File: config.mk
export PLATFORM = sky130hd
export DESIGN_NAME = aes_req_arbiter
export DESIGN_NICKNAME = d
export VERILOG_FILES = /design/src/rtl/aes_arb_pkg.sv /design/src/rtl/aes_req_arbiter_rr_pick.sv /design/src/rtl/aes_req_arbiter.sv
export SDC_FILE = /design/constraint.sdc
export NUM_CORES = 1
export LEC_CHECK = 0
export BUFFER_PORTS_ARGS = -buffer_cell sky130_fd_sc_hd__buf_2
export CORE_AREA = 3 3 255 257
export DETAILED_ROUTE_END_ITERATION = 8
export DIE_AREA = 0 0 258 260
export SETUP_SLACK_MARGIN = 0.5
export SLEW_MARGIN = 10
export SYNTH_ARGS = -nofsm -noshare
export SYNTH_HDL_FRONTEND = slang
export SYNTH_SLANG_ARGS = --single-unit
File: constraint.sdc
create_clock -name clk -period 2.72 [get_ports clk]
set_clock_uncertainty 0.1 [all_clocks]
set_input_delay 0.68 -clock clk [delete_from_list [all_inputs] [get_ports clk]]
set_output_delay 0.68 -clock clk [all_outputs]
set_load 0.02 [all_outputs]
File: src/rtl/aes_arb_pkg.sv
// Shared types and defaults for the AES request arbiter.
package aes_arb_pkg;

  typedef enum logic [2:0] {
    IDLE      = 3'd0,
    ISSUE     = 3'd1,
    WAIT_BUSY = 3'd2,
    WAIT_DONE = 3'd3,
    DELIVER   = 3'd4
  } arb_state_e;

  localparam int unsigned DEFAULT_TIMEOUT = 1024;

endpackage

File: src/rtl/aes_req_arbiter_rr_pick.sv
// Round-robin picker: first valid requester at or after last_grant+1, wrapping.
module rr_pick #(
  parameter int unsigned N_REQ = 2,
  localparam int unsigned ID_W = $clog2(N_REQ)
) (
  input  logic [N_REQ-1:0] req_valid,
  input  logic [ID_W-1:0]  last_grant,
  output logic [ID_W-1:0]  pick,
  output logic             any_valid
);

  logic [ID_W-1:0]    start;
  logic [2*N_REQ-1:0] dbl;
  logic [2*N_REQ-1:0] shifted;
  logic [N_REQ-1:0]   rot;
  logic               found;
  int unsigned        idx;

  // Rotate the doubled request vector so bit 0 is last_grant+1, then take the lowest set bit.
  always_comb begin
    start     = (last_grant >= ID_W'(N_REQ - 1)) ? '0 : last_grant + ID_W'(1);
    dbl       = {req_valid, req_valid};
    shifted   = dbl >> start;
    rot       = shifted[N_REQ-1:0];
    any_valid = |req_valid;
    found     = 1'b0;
    idx       = 0;
    pick      = '0;
    for (int unsigned i = 0; i < N_REQ; i++) begin
      if (!found && rot[i]) begin
        found = 1'b1;
        idx   = 32'(start) + i;
        if (idx >= N_REQ) begin
          idx = idx - N_REQ;
        end
        pick = ID_W'(idx);
      end
    end
  end

endmodule

File: src/rtl/aes_req_arbiter.sv
// Shares one AES core between N_REQ plaintext sources; one block in flight,
// round-robin grant, tagged response, hung-core timeout.
module aes_req_arbiter
  import aes_arb_pkg::*;
#(
  parameter int unsigned N_REQ   = 2,
  parameter int unsigned BLOCK_W = 128,
  parameter int unsigned TIMEOUT = DEFAULT_TIMEOUT,
  localparam int unsigned ID_W   = $clog2(N_REQ)
) (
  input  logic                     clk,
  input  logic                     reset,
  input  logic [N_REQ-1:0]         req_valid,
  input  logic [N_REQ*BLOCK_W-1:0] req_pt,
  output logic [N_REQ-1:0]         req_ready,
  input  logic                     aes_ready,
  output logic                     aes_start,
  output logic [BLOCK_W-1:0]       pt_to_aes,
  input  logic [BLOCK_W-1:0]       ct_from_aes,
  output logic                     rsp_valid,
  input  logic                     rsp_ready,
  output logic [BLOCK_W-1:0]       rsp_ct,
  output logic [ID_W-1:0]          rsp_id,
  output logic                     err,
  output logic [ID_W-1:0]          err_id,
  output logic                     busy
);

  localparam int unsigned      TMR_W    = $clog2(TIMEOUT);
  localparam logic [TMR_W-1:0] TMR_LAST = TMR_W'(TIMEOUT - 1);

  arb_state_e         state_q, state_d;
  logic [ID_W-1:0]    grant_q, grant_d;
  logic [ID_W-1:0]    last_grant_q, last_grant_d;
  logic [TMR_W-1:0]   timer_q, timer_d;
  logic [ID_W-1:0]    pick;
  logic               any_valid;

  logic [N_REQ-1:0]   req_ready_d;
  logic               aes_start_d;
  logic [BLOCK_W-1:0] pt_d;
  logic               rsp_valid_d;
  logic [BLOCK_W-1:0] rsp_ct_d;
  logic [ID_W-1:0]    rsp_id_d;
  logic               err_d;
  logic [ID_W-1:0]    err_id_d;

  rr_pick #(
    .N_REQ (N_REQ)
  ) u_rr_pick (
    .req_valid  (req_valid),
    .last_grant (last_grant_q),
    .pick       (pick),
    .any_valid  (any_valid)
  );

  // Next-state and next-output logic; every output is registered from these.
  always_comb begin
    state_d      = state_q;
    grant_d      = grant_q;
    last_grant_d = last_grant_q;
    timer_d      = timer_q;
    req_ready_d  = '0;
    aes_start_d  = 1'b0;
    pt_d         = pt_to_aes;
    rsp_valid_d  = rsp_valid;
    rsp_ct_d     = rsp_ct;
    rsp_id_d     = rsp_id;
    err_d        = 1'b0;
    err_id_d     = err_id;
    unique case (state_q)
      IDLE: begin
        if (any_valid && aes_ready) begin
          pt_d              = req_pt[pick*BLOCK_W +: BLOCK_W];
          grant_d           = pick;
          req_ready_d[pick] = 1'b1;
          state_d           = ISSUE;
        end
      end
      ISSUE: begin
        aes_start_d = 1'b1;
        timer_d     = '0;
        state_d     = WAIT_BUSY;
      end
      WAIT_BUSY: begin
        // aes_ready may still be high from the previous block; wait for it to drop first.
        if (!aes_ready) begin
          timer_d = '0;
          state_d = WAIT_DONE;
        end else if (timer_q == TMR_LAST) begin
          err_d        = 1'b1;
          err_id_d     = grant_q;
          last_grant_d = grant_q;
          state_d      = IDLE;
        end else begin
          timer_d = timer_q + TMR_W'(1);
        end
      end
      WAIT_DONE: begin
        if (aes_ready) begin
          rsp_ct_d    = ct_from_aes;
          rsp_id_d    = grant_q;
          rsp_valid_d = 1'b1;
          state_d     = DELIVER;
        end else if (timer_q == TMR_LAST) begin
          err_d        = 1'b1;
          err_id_d     = grant_q;
          last_grant_d = grant_q;
          state_d      = IDLE;
        end else begin
          timer_d = timer_q + TMR_W'(1);
        end
      end
      DELIVER: begin
        if (rsp_valid && rsp_ready) begin
          rsp_valid_d  = 1'b0;
          last_grant_d = grant_q;
          state_d      = IDLE;
        end
      end
      default: begin
        state_d = IDLE;
      end
    endcase
  end

  // State, bookkeeping and output registers with synchronous active-low reset.
  always_ff @(posedge clk) begin
    if (!reset) begin
      state_q      <= IDLE;
      grant_q      <= '0;
      last_grant_q <= ID_W'(N_REQ - 1);
      timer_q      <= '0;
      req_ready    <= '0;
      aes_start    <= 1'b0;
      pt_to_aes    <= '0;
      rsp_valid    <= 1'b0;
      rsp_ct       <= '0;
      rsp_id       <= '0;
      err          <= 1'b0;
      err_id       <= '0;
      busy         <= 1'b0;
    end else begin
      state_q      <= state_d;
      grant_q      <= grant_d;
      last_grant_q <= last_grant_d;
      timer_q      <= timer_d;
      req_ready    <= req_ready_d;
      aes_start    <= aes_start_d;
      pt_to_aes    <= pt_d;
      rsp_valid    <= rsp_valid_d;
      rsp_ct       <= rsp_ct_d;
      rsp_id       <= rsp_id_d;
      err          <= err_d;
      err_id       <= err_id_d;
      busy         <= (state_d != IDLE);
    end
  end

endmodule

# Word level (Yosys, flattened, before mapping)
# Index checks and enable logic that the tools add are counted.
[totals]
output_inout_bits = 264
reg_bits = 279
wordCells = 88
inputBits = 390
[op_classes]
magnitude_cmp = 5
n_eq_ne = 9
addsub = 5
reduce_logical = 19
mux = 35
shift = 2
[op_table]
columns = ["op", "count"]
rows = [
  ["$shiftx A256 B9 Y128", 1],
  ["$mux W10", 3],
  ["$pmux W10 S3", 1],
  ["$mux W1", 20],
  ["$mux W3", 5],
  ["$pmux W3 S5", 1],
  ["$add A10 B1 Y10 const B", 1],
  ["$eq A10 B10 Y1 const B", 1],
  ["$reduce_and A3 Y1", 3],
  ["$reduce_bool A3 Y1", 3],
  ["$ne A2 B2 Y1 const B", 4],
  ["$eq A3 B2 Y1 const B", 2],
  ["$pmux W1 S2", 3],
  ["$reduce_and A2 Y1", 3],
  ["$logic_and A1 B1 Y1", 4],
  ["$reduce_and A4 Y1", 1],
  ["$reduce_bool A2 Y1", 2],
  ["$shr A4 B1 Y2", 1],
  ["$eq A3 B1 Y1 const B", 1],
  ["$eq A3 B3 Y1 const B", 1],
  ["$logic_not A3 Y1", 1],
  ["$pmux W1 S3", 1],
  ["$add A1 B1 Y2 const B", 1],
  ["$ge A1 B1 Y1 const B", 2],
  ["other kinds (8)", 9],
]

# Logic depth before layout (Yosys ltp)
# Gate-level depths: netlist of run 1.
[logic_depth]
depth_word = 11
ltp_mapped = 8
depth_no_buf = 5

# Cells and area by module
# From an unflattened synthesis of run 1, not the netlist that was laid out.
[hier_totals]
cells_unflattened = 1256
area_unflattened_um2 = 10985.5
[modules_own_cells]
columns = ["module", "seq_area_each_um2", "area_each_um2", "cells_each", "n_inst"]
rows = [
  ["aes_req_arbiter", 5585.4, 10971.8, 1254, 1],
  ["rr_pick", 0.0, 13.8, 2, 1],
]

# Worst setup path after synthesis of run 1
# OpenSTA, ideal clock, no wires.
[synth_timing]
path_kind = "input to register"
startpoint = "in aes_ready"
endpoint = "reg timer_q[5]"
required_time_ns = 2.550
stages = 4
arrival_time_ns = 1.779
setup_time_ns = 0.070
n_path_buf = 0
slack_ns = 0.771
path_cell_list = "and2_1 a211o_1 or4_1 a21oi_1"
[synth_between]
elab_chain_len = 2
word_cells_on_any_way = 4
classes_between = "eq/ne: 1; mux: 2; reduce/logical: 1"
[synth_lines]
columns = ["item", "line_no", "source"]
rows = [
  ["from (decl)", "aes_req_arbiter.sv:16", "input logic aes_ready,"],
  ["$mux W10 or $ne A2 B2 Y1 (tied branches)", "--", ""],
  ["$pmux W10 S3 or $reduce_and A2 Y1 (tied branches)", "--", ""],
  ["to (signal assigned)", "aes_req_arbiter.sv:147", "timer_q <= timer_d;"],
  ["to (decl)", "aes_req_arbiter.sv:35", "logic [TMR_W-1:0] timer_q, timer_d;"],
]
# Parallel ways exist; a longest one is shown, timed or not.
# A chain may end at the register's enable or synchronous reset.

# Worst setup path in the final report of run 1
[layout_timing]
startpoint = "reg state_q[2]"
endpoint = "reg pt_to_aes[20]"
[layout_between]
elab_chain_len = 2
[layout_lines]
columns = ["item", "line_no", "source"]
rows = [
  ["from (decl)", "aes_req_arbiter.sv:32", "arb_state_e state_q, state_d;"],
  ["from (signal assigned)", "aes_req_arbiter.sv:144", "state_q <= state_d;"],
  ["$logic_not A3 Y1", "aes_req_arbiter.sv:71", "unique case (state_q)"],
  ["$reduce_and A2 Y1 (no source line)", "--", ""],
  ["to (signal assigned)", "aes_req_arbiter.sv:150", "pt_to_aes <= pt_d;"],
  ["to (decl)", "aes_req_arbiter.sv:18", "output logic [BLOCK_W-1:0] pt_to_aes,"],
]
# No other way between the ends.

==> run metrics, run 1 <==
worst rel slew slack 0.656; # setup viols final 0; min Tclk post-route 2060 ps; Yosys Warn Count 0; DR vias/cell 4.08; run status complete, no violations; critical path class reg2reg; Rows slightly above 90; Cell variety after synth 39; unrepaired setup endpoints after global routing no; CTS max path bufs 3; vias in the first global route approximately 10,000; Setup Buffers After CTS 0; reg2reg path depth 5; pwr dens ~670 mW/mm²; total power 0.0110 W; sequential share of power 0.419; CTS Hold Bufs 0; routed len/inst 16.8 µm; Reg-to-Reg Start state_q[2]; H-tree levels 1; initial antenna violation count 24; worst hold path endpoint rsp_ct[13]; Die Width between 200 and 300 µm; Mapped Area around 0.011 mm²; clock buffer count from CTS 31; post-cts sizing count 0; final hold violation count 0; Hold Path Stages 3; setup_tns 0 ps; Switch Pwr 0.00325 W; Final Cycle Share 0.757; P_leak approximately 7.2 nW; Chip Height approximately 260 µm; port bufs between 600 and 700; Avg Cell Area, Syn slightly below 9 µm²; GRT Overall Usage 0.127; Syn Inst Count 1,255; Clk Latency, worst-skew pair 580 ps; worst-margin pin slew 515 ps; Final nets ~2,300; gr ovfl total 0; CP Max Fanout 72; Max-Cap Viols 0; worst min-delay path category in2reg; share of cells above drive strength 1 0.391; layout overhead on the synthesized area 48.6%; drt first pass iters 5; Top FF cell, synth dfxtp_1; Clk pwr share 0.382; CTS tree yes; VDD IR max about 420 µV; Final GP Congestion between 0.8 and 0.9; syn nets 1,646; fraction of registers with async set/reset 0; Final ANT Viol Nets 0; Residual DRC 0; Hold Crit Start ct_from_aes[13]; flops & latches, synth roughly 280; Vias ~11,000; Initial Util 0.175; P_int a little under 0.008 W; clock-pin slew on the worst setup and hold paths roughly 60 ps; Final HPWL DP 36.6 mm; crit path launch type flop; flop-to-flop setup slack about 660 ps; IO Count ~650; initial DRC count approximately 780; Final Routed Wirelength 46.1 mm; WP data arrival roughly 2400 ps; Fmax achieved just under 500 MHz; DIE AREA roughly 0.067 mm²; clk root buf clkbuf_16; register area share after synthesis 0.508; Core Area 0.0630 mm²; Final Max Tran Viols 0; Comb power frac 0.198; Worst Setup End Kind flop; R2R Path End pt_to_aes[20]; TritonCTS sink count about 280; pin count of the biggest net entering global routing roughly 110; Post-synth EDFFs 0; first-pass GRT wire length 65.3 mm; critical path required time ~3100 ps; Sw Ratio 0.296
-- power by group through the flow --
stage	registers (W)	clock network (W)	logic, W
after floorplan	0.00505	0	0.000898
after global placement	0.00469	0	0.00219
after detailed placement	0.00468	0	0.00220
after CTS	0.00461	0.00435	0.00220
after global routing	0.00464	0.00452	0.00238
final	0.00461	0.00420	0.00218
-- synthesized netlist by cell type, types with 2 or more instances --
cell | number | area, µm²
and2_1 | 4 | 25.0
or3_1 | 3 | 18.8
nand3_1 | 5 | 25.0
nor2b_1 | 2 | 12.5
nor3b_1 | 2 | 15.0
a31oi_1 | 3 | 18.8
mux2i_1 | 130 | 1300
nor2_1 | 138 | 518
or4_1 | 3 | 22.5
nand2_1 | 268 | 1010
and4_1 | 2 | 17.5
inv_1 | 2 | 7.51
o21ai_0 | 4 | 20.0
and3_1 | 4 | 25.0
buf_2 | 53 | 265
dfxtp_1 | 279 | 5590
nor3_1 | 3 | 15.0
xor2_1 | 2 | 17.5
o21a_1 | 2 | 15.0
clkbuf_1 | 53 | 199
a21oi_1 | 141 | 706
o31ai_1 | 4 | 30.0
a211oi_1 | 130 | 976
nand4_1 | 3 | 18.8
-- cell usage in the layout (no fill, tap or decap), types with 3 or more instances in the layout --
master and n:
mux2i_1 130, buf_4 13, a21oi_1 141, buf_2 653, nand2_1 267, or4_1 3, nor2_1 138, clkbuf_8 7
clkinv_2 5, o31ai_1 4, o21ai_0 4, clkbuf_16 31, or3_1 3, dfxtp_1 279, nand4_1 3, buf_12 16
and2_1 3, diode_2 8, a211oi_1 130, clkbuf_1 8, nor3_1 3, and3_1 4, a31oi_1 3, nand3_1 5
-- layer usage --
metal	vias to the layer above	GRT usage	part of all wire
li1	5557	-	-
met1	5019	0.143	0.37
met2	526	0.225	0.50
met3	83	0.0378	0.096
met4	2	0.0523	0.032
met5	-	0	0.00028
-- worst max-delay path: stages, from the launching register on --
cell      delay [ps]
dfxtp_1          420
nor4_4           540
buf_12           240
buf_12           280
nor2_1            70
a211oi_1         220
-- flip-flops by register name, indices dropped and copies added (netlist names) --
signal        count
aes_start         1
busy              1
err               1
err_id            1
grant_q           1
last_grant_q      1
pt_to_aes       128
req_ready         2
rsp_ct          128
rsp_id            1
rsp_valid         1
state_q           3
timer_q          10
-- final cells by class --
class                           count  area, µm²
Timing Repair Buffer              682       3690
Antenna cell                        8       20.0
Sequential cell                   279       5590
Multi-Input combinational cell    866       4950
Clock inverter                     10        111
Clock buffer                       46        902
Fill cell                        6864      46600
Inverter                            3       18.8
Tap cell                          846       1060
-- worst max path at each step --
stage | from | slack [ps] | to | cells past startpoint
after floorplan | aes_ready | 770 | timer_q[5] | 4
after global placement | aes_ready | 340 | timer_q[3] | 5
after detailed placement | aes_ready | 340 | pt_to_aes[82] | 7
after CTS | rsp_ct[64] | 670 | rsp_ct[64] | 1
after global routing | state_q[2] | 540 | pt_to_aes[94] | 5
final | state_q[2] | 660 | pt_to_aes[20] | 5
-- metrics by stage --
stage,setup slack (ps),std cells,hold WS [ps],instance area [µm²],util
finish,662,2740,228,16300,0.259
global route,543,2737,196,16300,0.259
CTS,675,2732,185,16300,0.259
detailed placement,337,2676,344,15300,0.243
global placement,344,2676,340,15300,0.243
floorplan,771,1255,358,11000,-
-- cells by family after synthesis --
| family | share of synthesized area |
|---|---|
| flops | 0.508 |
| xor+xnor | 0.00159 |
| buf+inv | 0.0436 |
| compound gates | 0.167 |
| fa+ha+maj | 0.00114 |
| mux | 0.118 |
| simple gates | 0.160 |
(Power assumes the default switching activity.)
==> run 2: changes to the inputs <==
==> constraint.sdc (replaced) <==
create_clock -name clk -period 1.9 [get_ports clk]
set_clock_uncertainty 0.1 [all_clocks]
set_input_delay 0.475 -clock clk [delete_from_list [all_inputs] [get_ports clk]]
set_output_delay 0.475 -clock clk [all_outputs]
set_load 0.02 [all_outputs]
==> run metrics, run 2 (synthesized netlist as in run 1, its figures left out) <==
P_leak ~9.6 nW; Final Cycle Share 0.909; worst hold path endpoint rsp_ct[61]; Final nets 2,571; Hold Crit Start ct_from_aes[61]; FF/Latch Area just under 0.006 mm²; fin cells between 3,000 and 4,000; Final ANT Viol Nets 0; DP Cell Count roughly 2,700; initial antenna violation count 16; Clk Latency, worst-skew pair roughly 600 ps; crit path max-delay cell type dfxtp_2; critical path required time ~2300 ps; # setup viols final 0; vias in the first global route between 10,000 and 15,000; worst min-delay path category in2reg; unrepaired setup endpoints after global routing yes; CTS tree yes; Worst Setup End Kind flop; VDD IR max between 600 and 700 µV; post-layout util 0.363; Fmax achieved slightly below 600 MHz; leading cell type in the layout, fill and taps excluded buf_2; GRT Overall Usage 0.159; run status complete, no violations; DR vias/cell around 4.3; critical path class reg2reg; Final Max Tran Viols 0; Final GP Congestion roughly 0.80; Hold Path Stages 3; R2R Path End pt_to_aes[95]; Final HPWL DP between 30 and 40 mm; CTS max path bufs 3; final hold violation count 0; WP data arrival between 2000 and 2500 ps; setup_tns 0 ps; Vias 13,300; Die Width around 260 µm; routed len/inst between 15 and 20 µm; CP delay by family, top buffers and inverters; crit path buf inv count 3; flop-to-flop setup slack approximately 170 ps; Core Area ~0.063 mm²; Max-Cap Viols 0; port bufs between 600 and 700; H-tree levels 1; gr ovfl total 0; total power ~0.018 W; TritonCTS sink count roughly 280; CP Max Fanout 22; drt first pass iters 5; cell mode on critical path buf_16; worst-margin pin slew 353 ps; delay of the slowest cell on the worst path roughly 340 ps; initial DRC count 820; DIE AREA approximately 0.067 mm²; Final Routed Wirelength between 50 and 60 mm; reg2reg path depth 6; clock-pin slew on the worst setup and hold paths roughly 60 ps; Rows 92; share of cells above drive strength 1 0.624; clk root buf clkbuf_16; worst rel slew slack 0.761; crit path launch type flop; pwr dens around 790 mW/mm²; pin count of the biggest net entering global routing around 50; biggest regs pt_to_aes (128), rsp_ct (128), timer_q (10); IO Count around 650; multi-input logic area between 0.005 and 0.006 mm²; Initial Util 0.175; commonest cells after routing, fill and taps aside buf_2, buf_6, nand2_1, dfxtp_2, buf_4; crit-path cells nor4_4 -> buf_6 -> buf_16 -> buf_16 -> nor2_1 -> a211oi_1; first-pass GRT wire length 82.1 mm; min Tclk post-route between 1500 and 2000 ps; placed cell area approximately 0.016 mm²; clock buffer count from CTS 31; Reg-to-Reg Start state_q[2]; fill count roughly 6,000; Residual DRC 0; Chip Height between 200 and 300 µm; Post-Layout Inst Area roughly 0.023 mm²; layout overhead on the synthesized area 108%
-- run 2: changes by cell type in the layout (fill, tap and decap cells not counted), sizes merged --
cell,previous run,this run
clkinv,7,4
and2,4,6
a211o,1,2
bufbuf,0,2
diode,8,7
clkinvlp,0,1
buf,682,909
and3,4,5
dlygate4sd3,0,78
nand2,268,269
bufinv,2,1
clkbuf,46,52
-- run 2: where the power goes --
group | total, W | internal (W) | switching, W
Clock | 0.00586 | 0.00338 | 0.00248
Combinational | 0.00547 | 0.00293 | 0.00255
Sequential | 0.00680 | 0.00643 | 0.000371
Total | 0.0181 | 0.0127 | 0.00540
-- run 2: area by class of cell --
| type | instances | share of cell area |
|---|---|---|
| Antenna cell | 7 | 0.000767 |
| Clock buffer | 47 | 0.0396 |
| Clock inverter | 7 | 0.00290 |
| Inverter | 3 | 0.000821 |
| Multi-Input combinational cell | 871 | 0.246 |
| Sequential cell | 279 | 0.260 |
| Tap cell | 846 | 0.0463 |
| Timing Repair Buffer | 994 | 0.403 |
-- run 2: worst max path at each step --
| stage | from | to | slack, ps | depth (start not counted) |
|---|---|---|---|---|
| 2_1_floorplan | aes_ready | timer_q[5] | 230 | 4 |
| 6_report | state_q[2] | pt_to_aes[95] | 170 | 6 |
| 5_1_grt | state_q[2] | pt_to_aes[95] | 80 | 6 |
| 3_5_place_dp | aes_ready | timer_q[4] | -80 | 6 |
| 4_1_cts | rsp_ct[126] | rsp_ct[126] | 200 | 1 |
| 3_3_place_gp | aes_ready | timer_q[4] | -90 | 6 |
-- run 2: routing by layer --
metal / GRT usage / part of all wire / vias to the layer above
li1: - / - / 6223
met1: 0.170 / 0.36 / 6240
met2: 0.292 / 0.51 / 665
met3: 0.0432 / 0.079 / 134
met4: 0.0747 / 0.047 / 2
met5: 0 / 0.00018 / -
-- run 2: timing repair --
| action | in CTS | in global routing |
|---|---|---|
| setup buffers | 71 | 70 |
| cloned | 40 | 5 |
| pin swaps | 20 | 12 |
| hold buffers | 78 | 0 |
| hold endpoints to repair | 78 | 0 |
| setup endpoints to repair | 541 | 542 |
| resized for setup | 914 | 90 |
-- run 2: worst min-delay path, cell delays in order --
cell	delay, ps
buf_2	100
nand2_1	60
a21oi_1	50
-- run 2: through the flow --
stage / hold slack, ps / setup slack (ps)
2_1_floorplan: 358 / 226
3_3_place_gp: 338 / -92.4
3_5_place_dp: 341 / -82.5
4_1_cts: 0.896 / 196
5_1_grt: 26.4 / 77.0
6_report: 42.5 / 173
